File: src/rtl/vx_tensor_hmma_seq.sv
// HMMA macro-op sequencer: expands one warp-level HMMA into four step uops,
// throttles them by commit credits and reports macro-op completion.
module vx_tensor_hmma_seq #(
    parameter int NW_WIDTH     = 2,
    parameter int NR_BITS      = 6,
    parameter int MAX_INFLIGHT = 4
) (
    input  logic                clk,
    input  logic                reset,
    input  logic                req_valid,
    output logic                req_ready,
    input  logic [NW_WIDTH-1:0] req_wid,
    input  logic [NR_BITS-1:0]  req_rd,
    output logic                uop_valid,
    input  logic                uop_ready,
    output logic [1:0]          uop_step,
    output logic [NW_WIDTH-1:0] uop_wid,
    output logic [NR_BITS-1:0]  uop_rd,
    input  logic                cmt_fire,
    output logic                done_valid,
    input  logic                done_ready,
    output logic [NW_WIDTH-1:0] done_wid,
    output logic                busy,
    output logic                err
);

    typedef enum logic [1:0] {
        S_IDLE,
        S_ISSUE,
        S_DRAIN,
        S_DONE
    } state_t;

    localparam logic [2:0] MAX_IF = 3'(MAX_INFLIGHT);

    state_t              state;
    logic [NW_WIDTH-1:0] wid_q;
    logic [NR_BITS-1:0]  rd_base;
    logic [1:0]          step_cnt;
    logic [2:0]          inflight;
    logic                sub_cnt;
    logic [3:0]          cmt_total;
    logic                err_q;

    logic uop_fire;
    logic cmt_bad;
    logic cmt_ok;
    logic step_done;

    // Credit check looks only at the registered inflight count
    assign uop_valid = (state == S_ISSUE) && (inflight < MAX_IF);
    assign uop_fire  = uop_valid && uop_ready;

    // A commit is only legal while a step is outstanding or half-committed
    assign cmt_bad = cmt_fire &&
                     ((state == S_IDLE) || (state == S_DONE) ||
                      ((inflight == 3'd0) && !sub_cnt));
    assign cmt_ok    = cmt_fire && !cmt_bad;
    assign step_done = cmt_ok && sub_cnt;

    assign req_ready  = (state == S_IDLE);
    assign busy       = (state != S_IDLE);
    assign done_valid = (state == S_DONE);
    assign done_wid   = wid_q;
    assign uop_step   = step_cnt;
    assign uop_wid    = wid_q;
    assign uop_rd     = rd_base + NR_BITS'(step_cnt);
    assign err        = err_q;

    // Sequencer state, credit and commit bookkeeping
    always_ff @(posedge clk) begin
        if (reset) begin
            state     <= S_IDLE;
            wid_q     <= '0;
            rd_base   <= '0;
            step_cnt  <= '0;
            inflight  <= '0;
            sub_cnt   <= 1'b0;
            cmt_total <= '0;
            err_q     <= 1'b0;
        end else begin
            err_q <= cmt_bad;
            unique case (state)
                S_IDLE: begin
                    if (req_valid) begin
                        wid_q     <= req_wid;
                        rd_base   <= req_rd;
                        step_cnt  <= '0;
                        inflight  <= '0;
                        sub_cnt   <= 1'b0;
                        cmt_total <= '0;
                        state     <= S_ISSUE;
                    end
                end
                S_ISSUE, S_DRAIN: begin
                    if (uop_fire) begin
                        step_cnt <= step_cnt + 2'd1;
                        if (step_cnt == 2'd3) begin
                            state <= S_DRAIN;
                        end
                    end
                    if (cmt_ok) begin
                        sub_cnt   <= ~sub_cnt;
                        cmt_total <= cmt_total + 4'd1;
                        if ((state == S_DRAIN) && (cmt_total == 4'd7)) begin
                            state <= S_DONE;
                        end
                    end
                    unique case ({uop_fire, step_done})
                        2'b10:   inflight <= inflight + 3'd1;
                        2'b01:   inflight <= inflight - 3'd1;
                        default: inflight <= inflight;
                    endcase
                end
                S_DONE: begin
                    if (done_ready) begin
                        state <= S_IDLE;
                    end
                end
                default: state <= S_IDLE;
            endcase
        end
    end

endmodule

File: config.mk
export PLATFORM = sky130hd
export DESIGN_NAME = vx_tensor_hmma_seq
export DESIGN_NICKNAME = d
export VERILOG_FILES = /design/src/rtl/vx_tensor_hmma_seq.sv
export SDC_FILE = /design/constraint.sdc
export NUM_CORES = 1
export LEC_CHECK = 0
export ABC_AREA = 1
export CAP_MARGIN = 20
export CORE_MARGIN = 1.5
export CORE_UTILIZATION = 46
export CTS_BUF_LIST = sky130_fd_sc_hd__clkbuf_8
export DETAILED_ROUTE_END_ITERATION = 8
export PLACE_DENSITY = 0.79
export SLEW_MARGIN = 20
export SYNTH_ARGS = -nofsm -noshare
export SYNTH_HDL_FRONTEND = slang
export SYNTH_SLANG_ARGS = --single-unit
File: constraint.sdc
create_clock -name clk -period 2.2 [get_ports clk]
set_input_delay 0.44 -clock clk [delete_from_list [all_inputs] [get_ports clk]]
set_output_delay 0.44 -clock clk [all_outputs]
set_load 0.05 [all_outputs]
Word-level counts from Yosys, hierarchy flattened
Index checks and enable logic that the tools add are counted.
W data, S select, Z words.
{ "word_totals": {"register_bits": 21, "in_bits": 14, "output_inout_bits": 17, "word_cells": 67} }
{ "op_classes": {"addsub": 5, "n_lt_le_gt_ge": 1, "eq_ne": 12, "mux": 19, "bitwise_logic": 1, "reduce_logical": 21} }
{ "op_table": {"columns": ["op", "n"], "rows": [
  ["$mux W2", 8],
  ["$pmux W3 S2", 2],
  ["$reduce_and A3 Y1", 3],
  ["$eq A2 B2 Y1 const B", 4],
  ["$mux W4", 2],
  ["$pmux W4 S2", 1],
  ["$logic_and A1 B1 Y1", 7],
  ["$add A6 B2 Y6", 1],
  ["$ne A2 B2 Y1 const B", 3],
  ["$pmux W2 S3", 1],
  ["$add A4 B1 Y4 const B", 1],
  ["$eq A2 B1 Y1 const B", 2],
  ["$eq A4 B3 Y1 const B", 1],
  ["$pmux W2 S2", 1],
  ["$reduce_and A2 Y1", 2],
  ["$reduce_bool A2 Y1", 2],
  ["$add A3 B1 Y3 const B", 1],
  ["$logic_not A3 Y1", 1],
  ["$lt A3 B3 Y1 const B", 1],
  ["$mux W3", 1],
  ["$ne A3 B3 Y1 const B", 1],
  ["$sub A3 B1 Y3 const B", 1],
  ["$add A2 B1 Y2 const B", 1],
  ["$logic_not A1 Y1", 2],
  ["other kinds (7)", 9]
]} }

Logic depth before layout (Yosys ltp)
Gate-level depths: netlist of run 1.
{ "logic_depth": {"word_depth": 10, "ltp_mapped": 15, "ltp_nobuf": 14} }

Worst setup path after synthesis of run 1
OpenSTA, ideal clock, no wires.
{ "synth_timing": {"path_type": "register -> output", "from": "register step_cnt[0], in the netlist uop_step[0]", "to": "output uop_rd[4]", "arrival_ns": 2.368, "required_time_ns": 1.760, "path_slack_ns": -0.608, "path_stages_with_launch": 6, "path_buffers": 0, "cell_sequence": "dfxtp_1 > ha_1 > inv_1 > fa_1 > nor3_1 > xor2_1"} }
{ "synth_via": {"elab_chain_len": 1} }
{ "synth_rtl": {"columns": ["item", "line_no", "rtl"], "rows": [
  ["from (decl)", "39", "logic [1:0] step_cnt;"],
  ["from (signal assigned)", "97", "step_cnt <= step_cnt + 2'd1;"],
  ["$add A6 B2 Y6", "67", "assign uop_rd = rd_base + NR_BITS'(step_cnt);"],
  ["to (decl)", "18", "output logic [NR_BITS-1:0] uop_rd,"]
]} }
Every way passes these cells.

Final worst setup path of run 1
Ends and elaborated chain as after synthesis.

==> qor.yml, run 1 <==
cp_slowest_cell: "fa_2"
initial_core_util: 0.499
timing.final.crit_share: 0.988
wl_per_cell_um: 12.2
yosys_register_bits: 21
tightest_slew_ns: 0.502
synth_edf_count: 0
fillCellCount: 191
powerDensity_nw_per_um2: 616
worstSetupPathType: "register to output port"
layout.nets: 239
synth_nets: 202
hold_buffers: 0
switching_share: 0.365
ys_warn_count: 0
avgSynthCellArea_um2: 7.14
drt.antenna.violating_nets: 0
hold_viol: 0
root_buffer: "clkbuf_8"
cpPeakStageDelay_ns: 0.40
ios: 31
p_sw_w: 0.000404
cap_violations: 0
yosysTopAreaCell: "dfxtp_1"
power_frac_seq: 0.397
routed_wl_mm: 2.94
multi_input_area_um2: 800
synthCells: 176
synth_area_um2: 1260
overflow: 0
period_minus_slack_ns: 2.17
seq_area_um2: 430
clk_pin_slew_ns: 0.08
synth_most_common_cell: "nand2_1"
ctsHtreeMaxLevel: 1
antenna_found_initial: 0
ys_seq_area_frac: 0.334
maxSlewViolCount: 0
die_height_um: 55.3
grt_pass1_wl_mm: 4.95
routed-via-count: 1225
place.gp.congestion: 0.926
ir_worst_vdd_mv: 0.441
grt_usage: 0.200
cts_buffer_depth: 2
synth_commonest_cells: "nand2_1 (35), nor2_1 (31), dfxtp_1 (21), inv_1 (21), a21oi_1 (16)"
comb_power_share: 0.378
rr_worst_depth: 14
synth_top_area_frac: 0.334
hold_path.class: "register to register"
ys_top_cells_by_area: "dfxtp_1 (33%), nand2_1 (10%), ha_1 (10%), nor2_1 (9.3%), a21oi_1 (6.4%)"
dieArea_um2: 3060
crit_chain: "ha_4, inv_2, fa_2, nor3_4, xor2_4, buf_12"
ys_types: 23
p_int_w: 0.000703
cp.depth: 6
cts.sinks: 21
post_dp_cell_area_um2: 1690
coreArea_um2: 2520
finalSetupViolations: 0
synthToLayoutAreaGrowth_pct: 43.0
crit_buf_inv: 2
diodes: 0
setup_tns_ns: 0
clkPwrFrac: 0.224
clock_latency_ns: 0.26
required_ns: 1.76
fmax_mhz: 460
drc: 0
cts_made_buffers: 3
ys.flop_type: "dfxtp_1"
row_count: 18
drt_iter0_drc: 21
p_total_w: 0.00111
crit_family: "adder cells"
p_leak_nw: 0.794
grt_max_degree: 13
first_pass_iters: 4
rsz0062_at_grt: "yes"
fin_skew_ns: 0.00459
drive_gt1_frac: 0.212
grt_pass1_vias: 1172
cts_tree: "built"
critical_path.max_fanout: 2
routed_via_density: 5.06
io_buffers: 30
async_reset_ff_frac: 0
slew_headroom: 0.664
critical_path_arrival_ns: 1.73
dp_hpwl_mm: 2.36
status: "finished clean"
die-width_um: 55.3
worstSetupStartpointType: "register"
min_delay_path_depth: 2
cp-end-kind: "output port"
final_area_um2: 1800
hold_ws_ns: 0.499
power groups by stage:
stage / registers [W] / clock network [W] / logic (W)
floorplan: 0.000468 / 0 / 0.000240
global placement: 0.000444 / 0 / 0.000396
detailed placement: 0.000448 / 0 / 0.000405
CTS: 0.000440 / 0.000260 / 0.000419
global route: 0.000444 / 0.000272 / 0.000448
finish: 0.000440 / 0.000248 / 0.000419
final cells by class:
cell class | count | area share
clock buffer | 3 | 0.0230
clock inverter | 1 | 0.00209
inverter | 22 | 0.0473
multi-input combinational | 127 | 0.445
sequential | 21 | 0.239
tap | 30 | 0.0209
timing repair buffer | 38 | 0.223
worst reg2reg max path, cell delays in order (launching register included):
cell and delay [ns]:
dfxtp_1 0.39, inv_2 0.08, ha_4 0.24, inv_4 0.05, a21oi_1 0.05, nand3_1 0.08, inv_1 0.05, ha_2 0.18
fa_1 0.38, nand2_1 0.07, inv_1 0.04, nor3_2 0.17, nand2_1 0.07, nand2_1 0.06, nor2_1 0.04
path summary, 6_finish.rpt:
check                    start      endpoint  slack (ns)
hold / removal    cmt_total[3]  cmt_total[3]        0.50
hold reg to reg   cmt_total[3]  cmt_total[3]        0.50
setup reg to reg      state[1]   inflight[2]        0.17
setup / recovery   uop_step[0]     uop_rd[4]        0.03
routing by layer:
metal / track usage / part of all wire
met1: 0.244 / 0.42
met2: 0.350 / 0.54
met3: 0.0375 / 0.036
met4: 0.0662 / 0.0034
met5: 0 / 0
cells by family after synthesis:
family	after synthesis	synth area share
and+or+nand+nor	82	0.271
AOI/OAI and AO/OA	29	0.138
buffers and inverters	28	0.0975
DFF	21	0.334
adders and majority gates	12	0.131
xor gates and xnor gates	4	0.0279
state kept, by name, summed over array words and instances (netlist names):
| signal | count |
|---|---|
| state | 2 |
| cmt_total | 4 |
| inflight | 3 |
| rd_base | 6 |
| uop_step | 2 |
| sub_cnt | 1 |
| err | 1 |
| done_wid | 2 |
cells in the final DEF (no fill, tap or decap), drive strengths merged:
| master | Yosys | routed |
|---|---|---|
| nor2 | 31 | 31 |
| clkbuf | 3 | 3 |
| a21boi | 1 | 1 |
| nand4 | 3 | 3 |
| xor2 | 2 | 2 |
| or2 | 2 | 2 |
| ha | 10 | 10 |
| fa | 2 | 2 |
| nand3 | 8 | 8 |
| buf | 3 | 17 |
| nor3 | 2 | 2 |
| inv | 22 | 23 |
| o21ai | 12 | 12 |
| clkdlybuf4s50 | 0 | 21 |
| nand2 | 36 | 36 |
| a21oi | 16 | 16 |
| xnor2 | 2 | 2 |
| dfxtp | 21 | 21 |
repair_timing:
item / in CTS / in global routing
pin swaps: 3 / 0
gates cloned: 0 / 0
endpoints found under the setup margin: 2 / 3
resized for setup: 5 / 6
buffers inserted: 2 / 1
stage by stage:
stage / cells / util / worst slack, ns
final: 242 / 0.713 / 0.0266
after global routing: 242 / 0.713 / -0.0258
after CTS: 241 / 0.707 / 0.00132
after detailed placement: 235 / 0.672 / -0.00284
after global placement: 235 / 0.672 / 0.0730
after floorplan: 176 / - / -0.0223
Power figures use the tool's default switching activity.
==> inputs of run 2 (changes only) <==
--- a/config.mk
+++ b/config.mk
@@ -8,10 +8,12 @@
 export ABC_AREA = 1
 export CAP_MARGIN = 20
 export CORE_MARGIN = 1.5
-export CORE_UTILIZATION = 46
+export CORE_UTILIZATION = 45
 export CTS_BUF_LIST = sky130_fd_sc_hd__clkbuf_8
+export CTS_CLUSTER_DIAMETER = 60
 export DETAILED_ROUTE_END_ITERATION = 8
-export PLACE_DENSITY = 0.79
+export PLACE_DENSITY = 0.78
+export RECOVER_POWER = 100
 export SLEW_MARGIN = 20
 export SYNTH_ARGS = -nofsm -noshare
 export SYNTH_HDL_FRONTEND = slang
==> run 2 against run 1 <==
  * Clock skew is 0.0034 ns lower
  * Via count decreased by 0.16%
  * Die area increased by 2.1%
  * Sequential share of layout area up 0.83 points
  * Total power is 3.2% lower
  * Worst setup slack worse by 0.026 ns
  * Sequential cell count did not move
  * Critical path depth is the same
  * Cell count increased by 0.41%
==> qor.yml, run 2 (synthesis results as in run 1) <==
status: "finished clean"
dieArea_um2: 3120
cap_violations: 0
cts_tree: "built"
final_common_cell: "nand2_1"
r2r_start: "state[0]"
grt_max_degree: 13
cts.sinks: 21
drt.antenna.violating_nets: 0
coreArea_um2: 2570
layout.nets: 240
hold_start: "cmt_total[3]"
grt_pass1_wl_mm: 5.09
top_register: "rd_base"
root_buffer: "clkbuf_8"
initial_core_util: 0.490
finish.utilization: 0.673
die_height_um: 55.9
p_leak_nw: 0.778
overflow: 0
cts_buffer_depth: 2
grt_pass1_vias: 1196
cp-end-kind: "output port"
period_minus_slack_ns: 2.20
fin_skew_ns: 0.00123
tightest_slew_ns: 0.591
clk_pin_slew_ns: 0.08
slew_headroom: 0.608
clock_latency_ns: 0.26
hold_buffers: 0
fin_cells: 243
fmax_mhz: 455
synthToLayoutAreaGrowth_pct: 37.4
wl_per_cell_um: 12.3
critical_path.max_fanout: 2
hold_path.class: "register to register"
dp_hpwl_mm: 2.28
dp_cells: 236
antenna_found_initial: 0
drive_gt1_frac: 0.197
pre_cts_slack_ns: -0.0222
die-width_um: 55.9
maxSlewViolCount: 0
diodes: 0
hold_viol: 0
place.gp.congestion: 0.848
powerDensity_nw_per_um2: 620
cts_made_buffers: 3
routed_wl_mm: 2.98
required_ns: 1.76
worstSetupPathType: "register to output port"
fin_ws_ns: 0.000261
first_pass_iters: 4
finalSetupViolations: 0
post_dp_cell_area_um2: 1700
row_count: 18
drc: 0
ctsHtreeMaxLevel: 1
final_area_um2: 1730
largest_reg_flops: 6
layout_common_cells: "nand2_1 (36), nor2_1 (30), inv_1 (19)"
routed_via_density: 5.03
worstSetupStartpointType: "register"
ios: 31
top_regs: "rd_base (6), cmt_total (4), inflight (3)"
timing.final.crit_share: 1.00
drt_iter0_drc: 37
critical_path_arrival_ns: 1.76
ir_worst_vdd_mv: 0.470
rsz0062_at_grt: "yes"
startpoint: "rd_base[0]"
hold_ws_ns: 0.491
routed-via-count: 1223
grt_usage: 0.203
io_buffers: 30
==> run 2: changes by cell type in the layout (fill, tap and decap cells not counted), moves of 3 or more <==
| cell | before | now |
|---|---|---|
| buf_12 | 5 | 2 |
| dlygate4sd3_1 | 0 | 8 |
| clkdlybuf4s50_1 | 21 | 12 |
| clkbuf_2 | 0 | 3 |
| clkbuf_1 | 0 | 5 |
| buf_4 | 12 | 7 |
==> run 2: final cells by class <==
cell class,count,area [um2]
Inverter,22,85.1
Clock buffer,3,41.3
Fill cell,217,840
Multi-Input combinational cell,127,792
Clock inverter,1,5.00
Timing Repair Buffer,39,339
Sequential cell,21,428
Tap cell,30,37.5
==> run 2: metal layers <==
metal | global-route usage | share of wire
met3 | 0.0279 | 0.026
met5 | 0 | 0
met1 | 0.264 | 0.47
met2 | 0.338 | 0.50
met4 | 0.0850 | 0.0057
==> run 2: critical path: stages, from the launching register on <==
cell and delay, ns:
dfxtp_2 0.37, ha_4 0.14, inv_2 0.03, fa_2 0.36, nor3_4 0.27, xor2_4 0.19
buf_12 0.15
==> run 2: path summary, 6_finish.rpt <==
check / slack (ns) / endpoint / cells after the start
setup / recovery: 0.0003 / uop_rd[4] / 6
hold / removal: 0.49 / cmt_total[3] / 2
setup reg to reg: 0.19 / inflight[2] / 13
hold reg to reg: 0.49 / cmt_total[3] / 2
==> run 2: power by group <==
| part | internal [W] | switching (W) |
|---|---|---|
| clock network | 0.000126 | 0.000125 |
| registers | 0.000409 | 0.0000276 |
| logic | 0.000137 | 0.000247 |
| total | 0.000673 | 0.000399 |
==> run 2: stage by stage <==
stage | power [W] | setup TNS (ns)
global placement | 0.000843 | 0
CTS | 0.00111 | -0.0172
finish | 0.00107 | 0
global route | 0.00112 | -0.0930
detailed placement | 0.000851 | -0.0222
floorplan | 0.000708 | -0.0223
==> run 2: what timing repair did <==
action	in CTS	in global routing
pin swaps	2	4
buffers inserted	2	1
endpoints found under the setup margin	2	4
gates resized for setup	6	7
